==> config.mk <==
export PLATFORM = sky130hd
export DESIGN_NAME = div_4bit_seq_flat
export DESIGN_NICKNAME = d
export VERILOG_FILES = /design/src/rtl/div_4bit_seq_pkg.sv /design/src/rtl/div_4bit_seq_if.sv /design/src/rtl/div_4bit_seq_trial_sub_stage.sv /design/src/rtl/div_4bit_seq.sv /design/src/flat_wrapper.sv
export SDC_FILE = /design/constraint.sdc
export NUM_CORES = 1
export LEC_CHECK = 0
export ABC_CLOCK_PERIOD_IN_PS = 4600
export BUFFER_PORTS_ARGS = -buffer_cell sky130_fd_sc_hd__buf_2
export CELL_PAD_IN_SITES_DETAIL_PLACEMENT = 0
export CELL_PAD_IN_SITES_GLOBAL_PLACEMENT = 2
export CORE_MARGIN = 1.5
export CORE_UTILIZATION = 35
export DETAILED_ROUTE_END_ITERATION = 10
export PLACE_DENSITY = 0.82
export SLEW_MARGIN = 0
export SYNTH_ARGS = -nofsm -noshare
export SYNTH_HDL_FRONTEND = slang
export SYNTH_HIERARCHICAL = 1
export SYNTH_SLANG_ARGS = --single-unit
==> constraint.sdc <==
create_clock -name clk -period 4.6 [get_ports clk]
set_input_delay 0.92 -clock clk [delete_from_list [all_inputs] [get_ports clk]]
set_output_delay 0.92 -clock clk [all_outputs]
set_load 0.02 [all_outputs]
==> src/rtl/div_4bit_seq_pkg.sv <==
// Shared definitions for the sequential restoring divider: state
// encoding, default operand width, iteration counter width and the
// subtract-mode constant used by the trial subtractor.
package div_4bit_seq_pkg;

  typedef enum logic [1:0] {
    IDLE = 2'd0,
    RUN  = 2'd1,
    DONE = 2'd2
  } state_t;

  localparam int DEFAULT_W = 4;

  // A 2-bit operand still needs a 1-bit counter, so clamp $clog2 at 1.
  function automatic int count_width(input int w);
    return (w <= 2) ? 1 : $clog2(w);
  endfunction

  localparam int CNT_W = count_width(DEFAULT_W);

  // M=1 selects subtract in the add/subtract datapath form:
  // invert the subtrahend and feed a carry-in of one.
  localparam logic SUB_M = 1'b1;

endpackage

==> src/rtl/div_4bit_seq_if.sv <==
// Start/done handshake plus operand and result bus of the divider.
// The master side issues requests, the slave side is the divider.
interface div_4bit_seq_if import div_4bit_seq_pkg::*; #(
  parameter int W = DEFAULT_W
);

  logic         start;
  logic [W-1:0] dividend;
  logic [W-1:0] divisor;
  logic         busy;
  logic         done;
  logic [W-1:0] quotient;
  logic [W-1:0] remainder;
  logic         div_by_zero;

  modport master (
    output start, dividend, divisor,
    input  busy, done, quotient, remainder, div_by_zero
  );

  modport slave (
    input  start, dividend, divisor,
    output busy, done, quotient, remainder, div_by_zero
  );

endinterface

==> src/rtl/div_4bit_seq_trial_sub_stage.sv <==
// Combinational ripple subtractor used for the trial subtraction of
// each divider iteration. Subtraction is done as minuend + ~subtrahend
// + 1; a carry-out of one means the minuend was not smaller (no borrow).
module trial_sub_stage import div_4bit_seq_pkg::*; #(
  parameter int N = DEFAULT_W + 1
) (
  input  logic [N-1:0] minuend,
  input  logic [N-1:0] subtrahend,
  output logic [N-1:0] diff,
  output logic         cout
);

  logic [N-1:0] b_x;
  logic [N:0]   carry;

  assign b_x      = subtrahend ^ {N{SUB_M}};
  assign carry[0] = SUB_M;

  // One full adder per bit, carry rippling from LSB to MSB.
  for (genvar i = 0; i < N; i++) begin : g_bit
    assign diff[i]      = minuend[i] ^ b_x[i] ^ carry[i];
    assign carry[i + 1] = (minuend[i] & b_x[i]) | (carry[i] & (minuend[i] ^ b_x[i]));
  end

  assign cout = carry[N];

endmodule

==> src/rtl/div_4bit_seq.sv <==
// Sequential restoring divider: W-bit unsigned dividend / divisor,
// one quotient bit per clock, start/done handshake. Results are held
// on the bus until the next completed operation or reset.
module div_4bit_seq import div_4bit_seq_pkg::*; #(
  parameter int W = DEFAULT_W
) (
  input  logic             clk,
  input  logic             rst,
  div_4bit_seq_if.slave    bus
);

  localparam int CW = (W == DEFAULT_W) ? CNT_W : count_width(W);
  localparam logic [CW-1:0] LAST = CW'(W - 1);

  state_t        state_q;
  state_t        state_d;

  logic [W:0]    r_q;
  logic [W:0]    r_shift;
  logic [W:0]    r_next;
  logic [W:0]    trial;
  logic [W-1:0]  q_q;
  logic [W-1:0]  q_next;
  logic [W-1:0]  d_q;
  logic [CW-1:0] cnt_q;

  logic [W-1:0]  quotient_q;
  logic [W-1:0]  remainder_q;
  logic          dbz_q;

  logic          no_borrow;
  logic          zero_div;
  logic          last_iter;
  logic          busy;
  logic          done;

  assign zero_div  = (bus.divisor == '0);
  assign last_iter = (cnt_q == LAST);

  // Shift {R,Q} left by one: the dividend MSB moves into the remainder.
  assign r_shift = (r_q << 1) | {{W{1'b0}}, q_q[W-1]};

  trial_sub_stage #(.N(W + 1)) u_trial (
    .minuend    (r_shift),
    .subtrahend ({1'b0, d_q}),
    .diff       (trial),
    .cout       (no_borrow)
  );

  // Restoring step: keep the difference only when the subtraction fit.
  assign r_next = no_borrow ? trial : r_shift;
  assign q_next = (q_q << 1) | {{(W-1){1'b0}}, no_borrow};

  // State register.
  always_ff @(posedge clk) begin
    if (rst) begin
      state_q <= IDLE;
    end else begin
      state_q <= state_d;
    end
  end

  // Next-state logic; start is only honoured outside RUN.
  always_comb begin
    state_d = state_q;
    busy    = 1'b0;
    done    = 1'b0;
    case (state_q)
      IDLE: begin
        if (bus.start) begin
          state_d = zero_div ? DONE : RUN;
        end
      end
      RUN: begin
        busy = 1'b1;
        if (last_iter) begin
          state_d = DONE;
        end
      end
      DONE: begin
        done = 1'b1;
        if (bus.start) begin
          state_d = zero_div ? DONE : RUN;
        end else begin
          state_d = IDLE;
        end
      end
      default: state_d = IDLE;
    endcase
  end

  // Operand capture, iteration datapath and result registers.
  always_ff @(posedge clk) begin
    if (rst) begin
      r_q         <= '0;
      q_q         <= '0;
      d_q         <= '0;
      cnt_q       <= '0;
      quotient_q  <= '0;
      remainder_q <= '0;
      dbz_q       <= 1'b0;
    end else begin
      case (state_q)
        IDLE, DONE: begin
          if (bus.start) begin
            if (zero_div) begin
              quotient_q  <= '1;
              remainder_q <= bus.dividend;
              dbz_q       <= 1'b1;
            end else begin
              d_q   <= bus.divisor;
              r_q   <= '0;
              q_q   <= bus.dividend;
              cnt_q <= '0;
            end
          end
        end
        RUN: begin
          r_q   <= r_next;
          q_q   <= q_next;
          cnt_q <= cnt_q + CW'(1);
          if (last_iter) begin
            quotient_q  <= q_next;
            remainder_q <= r_next[W-1:0];
            dbz_q       <= 1'b0;
          end
        end
        default: begin
        end
      endcase
    end
  end

  assign bus.busy        = busy;
  assign bus.done        = done;
  assign bus.quotient    = quotient_q;
  assign bus.remainder   = remainder_q;
  assign bus.div_by_zero = dbz_q;

endmodule

==> src/flat_wrapper.sv <==
// flat-port wrapper written by rule: the top's interface ports become plain ports
module div_4bit_seq_flat import div_4bit_seq_pkg::*;
#(
  parameter int W = DEFAULT_W
)
  (clk, rst, bus_start, bus_dividend, bus_divisor, bus_busy, bus_done, bus_quotient, bus_remainder, bus_div_by_zero);
  div_4bit_seq_if #(.W(W)) bus_i ();
  input  logic clk;
  input  logic rst;
  input wire logic [$bits(bus_i.start)-1:0] bus_start;
  input wire logic [$bits(bus_i.dividend)-1:0] bus_dividend;
  input wire logic [$bits(bus_i.divisor)-1:0] bus_divisor;
  output wire logic [$bits(bus_i.busy)-1:0] bus_busy;
  output wire logic [$bits(bus_i.done)-1:0] bus_done;
  output wire logic [$bits(bus_i.quotient)-1:0] bus_quotient;
  output wire logic [$bits(bus_i.remainder)-1:0] bus_remainder;
  output wire logic [$bits(bus_i.div_by_zero)-1:0] bus_div_by_zero;
  assign bus_i.start = bus_start;
  assign bus_i.dividend = bus_dividend;
  assign bus_i.divisor = bus_divisor;
  assign bus_busy = bus_i.busy;
  assign bus_done = bus_i.done;
  assign bus_quotient = bus_i.quotient;
  assign bus_remainder = bus_i.remainder;
  assign bus_div_by_zero = bus_i.div_by_zero;
  div_4bit_seq #(.W(W)) u_core (.clk(clk), .rst(rst), .bus(bus_i));
endmodule
==> results.txt, run 1 <==
The run finished with clean final reports. The sequential area share after synthesis is 40.73%. In this run, the number of DRC markers left after iteration 0 of detailed routing was 37. Yosys attributes the largest share of cell area to dfxtp_1 41%, fa_1 6.5%, nor2_1 6.4%.

The remaining global-route overflow is 0. The net count after synthesis came out at 156. The leakage power figure is 0.6139 nW. The transition time at the pin with the least slew margin is 0.7272 ns. The layout has 386 filler cells. The final count of hold timing violations came out at 0. The required arrival time at the worst endpoint came out at 3.68 ns.

The initial utilization of the core area, before any placement, comes to 36.53%. The sum of negative setup slack is 0 ns. The switching fraction of total power came out at 30.78%. The final count of pins violating max slew was 0.

The net switching power is 0.1341 mW. The worst setup path is captured at an output pin. After detailed routing, the total wire length is 2.527 mm. The register bit total from synthesis came out at 25. Dividing total power by cell area gives a power density of 317.9 nW/um^2. The overall die area came out at 3875 sq um. The per-instance average area after synthesis came out at 8.839 sq um. The worst slew slack as a fraction of its limit came out at 51.52%. VDD sags by at most 0.1346 mV. The post-route clock skew is 0.01435 ns. The number of nets in the final layout is 173. The insertion delay to the later sink of the worst-skew pair is 0.32 ns. The y dimension of the die is 62.25 um. The maximum clock insertion buffer count came out at 2. The total clock buffers created by CTS came out at 3.

The number of inserted diodes is 0. The kind of critical path is reg -> out. The combined global-route utilization of all metal layers came out at 13.75%. The warning count from the yosys run is 6. The largest fanout on the critical path is 19.

The total of max-cap violations came out at 0. The number of gates resized after CTS is 0. In this run the clock root is driven by a clkbuf_4. After layout, the minimum clock period comes to 2.849 ns. The layout cell share with drive strength beyond 1 came out at 21.29%. The residual antenna-violating net count after detailed routing came out at 0. The pre-CTS worst setup slack is 1.929 ns. Summed over all instances, the cell type with the most area after synthesis is dfxtp_1. The total of hold buffers inserted after clock tree synthesis came out at 0. The number of primary I/O pins came out at 22. Setup slack on the worst reg-to-reg path comes out at 1.92 ns. The internal power summed over all cells is 0.3015 mW. The endpoint identified for the worst register-to-register timing path is u_core/bus.remainder[0]. The half-perimeter wire length after placement came out at 1.808 mm. The number of different library cells used by synthesis comes to 25. The DRC violations left came out at 0. The timing-limited maximum frequency is 351.0 MHz.

STA classifies the critical path startpoint as a register. After floorplanning, the core was sized to cover 3363 sq um. The hold path endpoint is u_core/bus.quotient[3]. The number of setup violations in the final report came out at 0.

After clock tree synthesis, the setup repair step added 0 buffers. The via count of the first global-routing pass is 952. The count of cells along the worst hold path came out at 2. The average routed wire per standard cell is 12.57 um. Setup repair after global routing left no endpoint under its margin. The detailed-router iteration count before antenna repair came out at 4. After synthesis the cells add up to 1229 sq um. The startpoint of the worst register-to-register path is u_core/q_q[3].

The path class of the tightest hold or removal check is reg -> reg. Clock-pin slew was measured on the worst setup and hold paths at 0.15 ns. The number of standard-cell rows in the floorplan came out at 21.

The start point of the worst min-delay path is u_core/bus.quotient[3]. The depth of the most critical reg-to-reg path is 12. In the synthesized netlist, the number of instances is 139. In this run the horizontal extent of the chip is 62.25 um. At the worst endpoint, the arrival time is 1.93 ns. Of the total power, the clock network draws 22.8%. Across all layers, the routed design uses 993 vias. The share of total power dissipated in combinational logic is 21.7%.

The placer congestion estimate is 0.7464. The final core utilization came out at 40.74%. Compared with the post-synthesis result, the final layout area differs by 11.51%. The tree built by TritonCTS fans out to 25 sinks. The global-route wire length before repair came out at 4.367 mm. The initial antenna violation count came to 0. The area share of the leading cell type in the synthesized netlist came out at 40.73%. TritonCTS built the clock tree.

The final period utilization is 61.94%. CTS built an H-tree with a depth of 1. The worst setup slack after layout came out at 1.751 ns. The vias per cell came out at 4.940. The largest net degree at the start of global routing came out at 30. The count of buffers inserted at the top-level ports is 21. Registers are responsible for 55.5% of the overall power.
-- registers in the layout (all words and copies together) (netlist names) --
register / flops
u_core/bus.div_by_zero: 1
u_core/r_q: 4
u_core/d_q: 4
u_core/bus.quotient: 4
u_core/cnt_q: 2
u_core/bus.remainder: 4
u_core/q_q: 4
u_core/state_q: 2
-- cell usage after synthesis --
library cell,count
fa_1,4
nand2_1,10
o41ai_1,3
conb_1,1
buf_6,2
clkbuf_1,5
nand2b_1,1
nor2b_1,2
nand3_1,5
a221oi_1,1
mux2_2,4
buf_1,2
inv_1,17
a22o_4,1
nand3b_1,5
a22oi_1,3
dfxtp_1,25
mux2i_1,4
nor2_1,21
or4_4,1
or2b_2,1
a21oi_1,9
o41ai_2,1
ha_1,2
a211oi_1,9
-- area by class of cell --
class | count | area, sq um | share of cell area [%]
Multi-Input combinational cell | 88 | 615.6 | 44.93
Sequential cell | 25 | 500.5 | 36.53
Timing Repair Buffer | 21 | 105.1 | 7.671
Inverter | 17 | 63.81 | 4.658
Tap cell | 46 | 57.56 | 4.201
Clock buffer | 3 | 22.52 | 1.644
Clock inverter | 1 | 5.005 | 0.3653
-- power by group through the flow --
| stage | logic [mW] | registers (mW) | clock network [mW] |
|---|---|---|---|
| CTS | 0.0958 | 0.242 | 0.102 |
| global route | 0.105 | 0.244 | 0.116 |
| global placement | 0.0932 | 0.246 | 0 |
| floorplan | 0.0671 | 0.251 | 0 |
| detailed placement | 0.0950 | 0.247 | 0 |
| finish | 0.0945 | 0.242 | 0.0993 |
-- cells in the final DEF, fill, tap and decap left out --
cell	n
nand2_1	10
o41ai_1	3
nand3_1	5
nand2b_1	1
nor2b_1	2
mux2_2	4
fa_1	4
a22oi_1	3
a22o_4	1
nand3b_1	5
clkbuf_4	3
a211oi_1	9
buf_2	21
conb_1	1
ha_1	2
dfxtp_1	25
nor2_1	21
mux2i_1	4
clkinv_2	1
o41ai_2	1
or2b_2	1
a221oi_1	1
a21oi_1	9
inv_1	17
or4_4	1
-- kinds of logic after synthesis --
kind of cell    count (synthesis)  share of synthesized area [%]
mux                             8                          6.925
fa+ha+maj                       6                          8.554
compound gates                 27                          16.60
flops                          25                          40.73
buf+inv                        26                          9.165
other cells                     1                         0.3052
simple gates                   46                          17.72
-- worst max-delay path, stage by stage (launching register included) --
cell,delay [ns]
dfxtp_1,0.36
nand2b_1,0.58
inv_1,0.39
buf_2,0.27
-- metal layers --
metal | wire [um] | share of wire (%) | global-route usage [%]
met1 | 1248 | 49 | 18.57
met2 | 1197 | 47 | 21.74
met3 | 66 | 2.6 | 2.355
met4 | 15 | 0.59 | 5.833
met5 | 0 | 0 | 0
-- stage by stage --
stage | hold slack [ns] | total power [mW] | instances | instance area (sq um)
final | 0.4611 | 0.4356 | 201 | 1370
after global routing | 0.4882 | 0.4649 | 201 | 1370
after CTS | 0.4638 | 0.4401 | 201 | 1370
after detailed placement | 0.4435 | 0.3418 | 197 | 1343
after global placement | 0.4385 | 0.3394 | 197 | 1343
after floorplan | 0.4472 | 0.3177 | 139 | 1229
-- how the worst max path moves through the flow --
stage | cells after the start | from | slack (ns) | to
floorplan | 12 | u_core/q_q[3] | 2.13 | u_core/bus.remainder[3]
global placement | 12 | u_core/q_q[3] | 2.02 | u_core/bus.remainder[2]
detailed placement | 12 | u_core/q_q[3] | 1.93 | u_core/bus.remainder[3]
CTS | 3 | u_core/state_q[1] | 1.72 | bus_busy
global route | 3 | u_core/state_q[1] | 1.57 | bus_busy
finish | 3 | u_core/state_q[1] | 1.75 | bus_busy
(Power assumes the default switching activity.)
==> inputs of run 2 (changes only) <==
--- a/config.mk
+++ b/config.mk
@@ -5,14 +5,14 @@
 export SDC_FILE = /design/constraint.sdc
 export NUM_CORES = 1
 export LEC_CHECK = 0
-export ABC_CLOCK_PERIOD_IN_PS = 4600
+export ABC_CLOCK_PERIOD_IN_PS = 2600
 export BUFFER_PORTS_ARGS = -buffer_cell sky130_fd_sc_hd__buf_2
 export CELL_PAD_IN_SITES_DETAIL_PLACEMENT = 0
 export CELL_PAD_IN_SITES_GLOBAL_PLACEMENT = 2
 export CORE_MARGIN = 1.5
-export CORE_UTILIZATION = 35
+export CORE_UTILIZATION = 29
 export DETAILED_ROUTE_END_ITERATION = 10
-export PLACE_DENSITY = 0.82
+export PLACE_DENSITY = 0.73
 export SLEW_MARGIN = 0
 export SYNTH_ARGS = -nofsm -noshare
 export SYNTH_HDL_FRONTEND = slang
==> constraint.sdc (replaced) <==
create_clock -name clk -period 2.6 [get_ports clk]
set_input_delay 0.52 -clock clk [delete_from_list [all_inputs] [get_ports clk]]
set_output_delay 0.52 -clock clk [all_outputs]
set_load 0.02 [all_outputs]
==> run 2 against run 1 <==
Compared with the run above: design area rose by 7.7%; critical path depth grew 9; first-iteration DRC count down 32%; wire length is 9.0% higher; via count grew 0.70%; register-to-register slack got worse by 1.8 ns; combinational power grew 110%; critical path type is now reg -> reg.
==> results.txt, run 2 (same netlist as run 1, synthesis figures left out) <==
The arrival time of data at the critical path endpoint is 2.65 ns. The combined global-route utilization of all metal layers came out at 12.66%. The average routed wire per standard cell is 13.05 um. Measured in cells, the most critical reg-to-reg path has a length of 12. For the pin with the worst max-slew slack, the measured transition is 0.5192 ns. The vias per cell came out at 4.739. The hold path endpoint is u_core/bus.quotient[2]. The number of primary I/O pins is 22. The startpoint identified for the worst register-to-register timing path is u_core/q_q[3]. The final period utilization came out at 96.53%. The maximum clock insertion buffer count came out at 2. The number of clock sinks seen by CTS is 25. In the layout the commonest cells are 24 x dfxtp_1, 21 x buf_2, 19 x nor2_1. The final count of pins violating max slew is 0. The leakage power figure came out at 0.6542 nW. The count of cells along the worst hold path is 2. The half-perimeter wire length after placement came out at 1.953 mm. The violation count after the first detailed-route iteration came out at 25.

The classification of the worst-slack hold path is reg -> reg. Setup violations remaining at the end of the flow were counted as 0. The largest net degree at the start of global routing is 30. The net count of the finished layout is 179.

The worst setup path is captured at a register. The root buffer cell is clkbuf_8. In the routed design, unresolved DRC markers number 0. The number of antenna diodes in the final layout is 0. The global-route wire length before repair came out at 4.360 mm. The kind of critical path is reg -> reg. The time the final worst path needs with I/O delays and setup is 2.510 ns. The total of max-cap violations came out at 0. The number of placed instances, taps included, is 206. The signal on the critical path passes through inv_1 -> ha_1 -> inv_2 -> fa_2 -> inv_2 -> fa_2 -> fa_2 -> inv_2 -> fa_2 -> mux2_4 -> nor2_4 -> o41ai_2.

The timing-limited maximum frequency is 398.4 MHz. The remaining global-route overflow came out at 0. The final non-filler cell total came out at 211. The worst setup slack after layout is 0.09013 ns.

The core region is 4029 sq um. The sum of buffers and inverters on the critical path is 4. The maximum resistive drop on vdd is 0.1729 mV. The via count of the first global-routing pass came out at 967. The most frequent cell on the critical path is fa_2. The initial antenna violation count was 0. The flow ran to the end, and the final reports show no timing, DRC or antenna violations. At the placement stage, the worst setup path has a slack of -0.07153 ns. The via total after detailed routing came out at 1000.

The most frequent standard cell in the layout excluding fill and tap cells is dfxtp_1. The total clock buffers created by CTS is 3. The worst slew slack as a fraction of its limit is 65.39%. The clock-pin slew reported for the worst setup and hold paths after clock tree synthesis is 0.09 ns.

The worst setup path is launched from a register. The sum of negative setup slack came out at 0 ns. The x dimension of the die came out at 68.09 um. The count of buffers added on input and output ports is 21. The residual antenna-violating net count after detailed routing came out at 0. The insertion delay to the later sink of the worst-skew pair is 0.27 ns. The largest fanout on the critical path is 5. The synthesis-to-layout area growth is 20.06%. The register-to-register path setup slack came out at 0.09 ns. The reg-to-reg critical path endpoint is u_core/bus.remainder[3]. The total of hold buffers inserted after clock tree synthesis came out at 0. The first detailed-routing pass took 4 iterations. Among all stages on the critical path, the largest delay is contributed by dfxtp_2. The initial utilization of the core area, before any placement, comes to 30.50%.

The post-route clock skew came out at 0.007815 ns. The die is 68.09 um tall. The H-tree depth reported by CTS is 1. In this design, the largest share of critical-path delay is due to adder cells.

Counting the fill cells in the layout gives 442. The number of standard-cell rows in the floorplan is 23. The layout cell share with drive strength beyond 1 came out at 30.43%.

The final core utilization came out at 36.61%. For this design the ratio of total power to cell area is 581.3 nW/um^2. In this run the most critical hold path is launched from u_core/bus.quotient[2].

The required arrival time at the worst endpoint is 2.74 ns. The overall die area is 4636 sq um. The placer congestion estimate is 0.7446. The final count of hold timing violations came out at 0. TritonCTS built the clock tree. The longest individual stage delay on the worst path came out at 0.35 ns. The detailed-route wire length is 2.754 mm. The final total power came out at 0.8576 mW.
[run 2: cell types whose count changed in the layout (fill, tap and decap cells not counted), sizes merged]
| cell | delta |
|---|---|
| buf | +6 |
[run 2: per-stage QoR]
stage | hold WS [ns] | instance area [sq um]
after floorplan | 0.4472 | 1229
after global placement | 0.4380 | 1385
after detailed placement | 0.4388 | 1385
after CTS | 0.4549 | 1438
after global routing | 0.4931 | 1475
final | 0.4527 | 1475
[run 2: what timing repair did]
action                                  in CTS  in global routing
endpoints found under the setup margin       8                  8
resized for setup                            3                 12
buffers inserted                             0                  1
pin swaps                                    1                  1
[run 2: layer usage]
metal	track usage (%)	part of all wire, %	up-vias
met5	0	0	-
met4	5.250	1.1	0
met3	2.467	3.1	4
met2	21.24	49	18
met1	15.79	47	470
li1	-	-	508
[run 2: worst max path at each step]
stage	startpoint	end	slack (ns)	cells past startpoint
floorplan	u_core/q_q[3]	u_core/bus.remainder[3]	0.13	12
global placement	u_core/q_q[3]	u_core/bus.remainder[2]	0.03	12
detailed placement	u_core/q_q[3]	u_core/bus.remainder[3]	-0.07	12
CTS	u_core/q_q[3]	u_core/bus.remainder[2]	-0.03	12
global route	u_core/q_q[3]	u_core/bus.remainder[3]	-0.01	12
finish	u_core/q_q[3]	u_core/bus.remainder[3]	0.09	12
[run 2: where the power goes]
part           switching, mW  total [mW]  internal (mW)
sequential            0.0188       0.428          0.409
clock                  0.122       0.229          0.107
combinational          0.112       0.200         0.0884
total                  0.253       0.858          0.605
[run 2: final cells by class]
cell class / count / area [sq um] / share of cell area (%)
inverter: 17 / 63.81 / 4.326
clock buffer: 3 / 41.29 / 2.799
multi-input combinational: 88 / 650.6 / 44.11
timing repair buffer: 27 / 150.1 / 10.18
sequential: 25 / 501.7 / 34.01
clock inverter: 1 / 5.005 / 0.3393
tap: 50 / 62.56 / 4.241
[run 2: worst min-delay path: stages, from the launching register on]
cell,delay (ns)
dfxtp_1,0.31
inv_1,0.05
a211oi_1,0.05
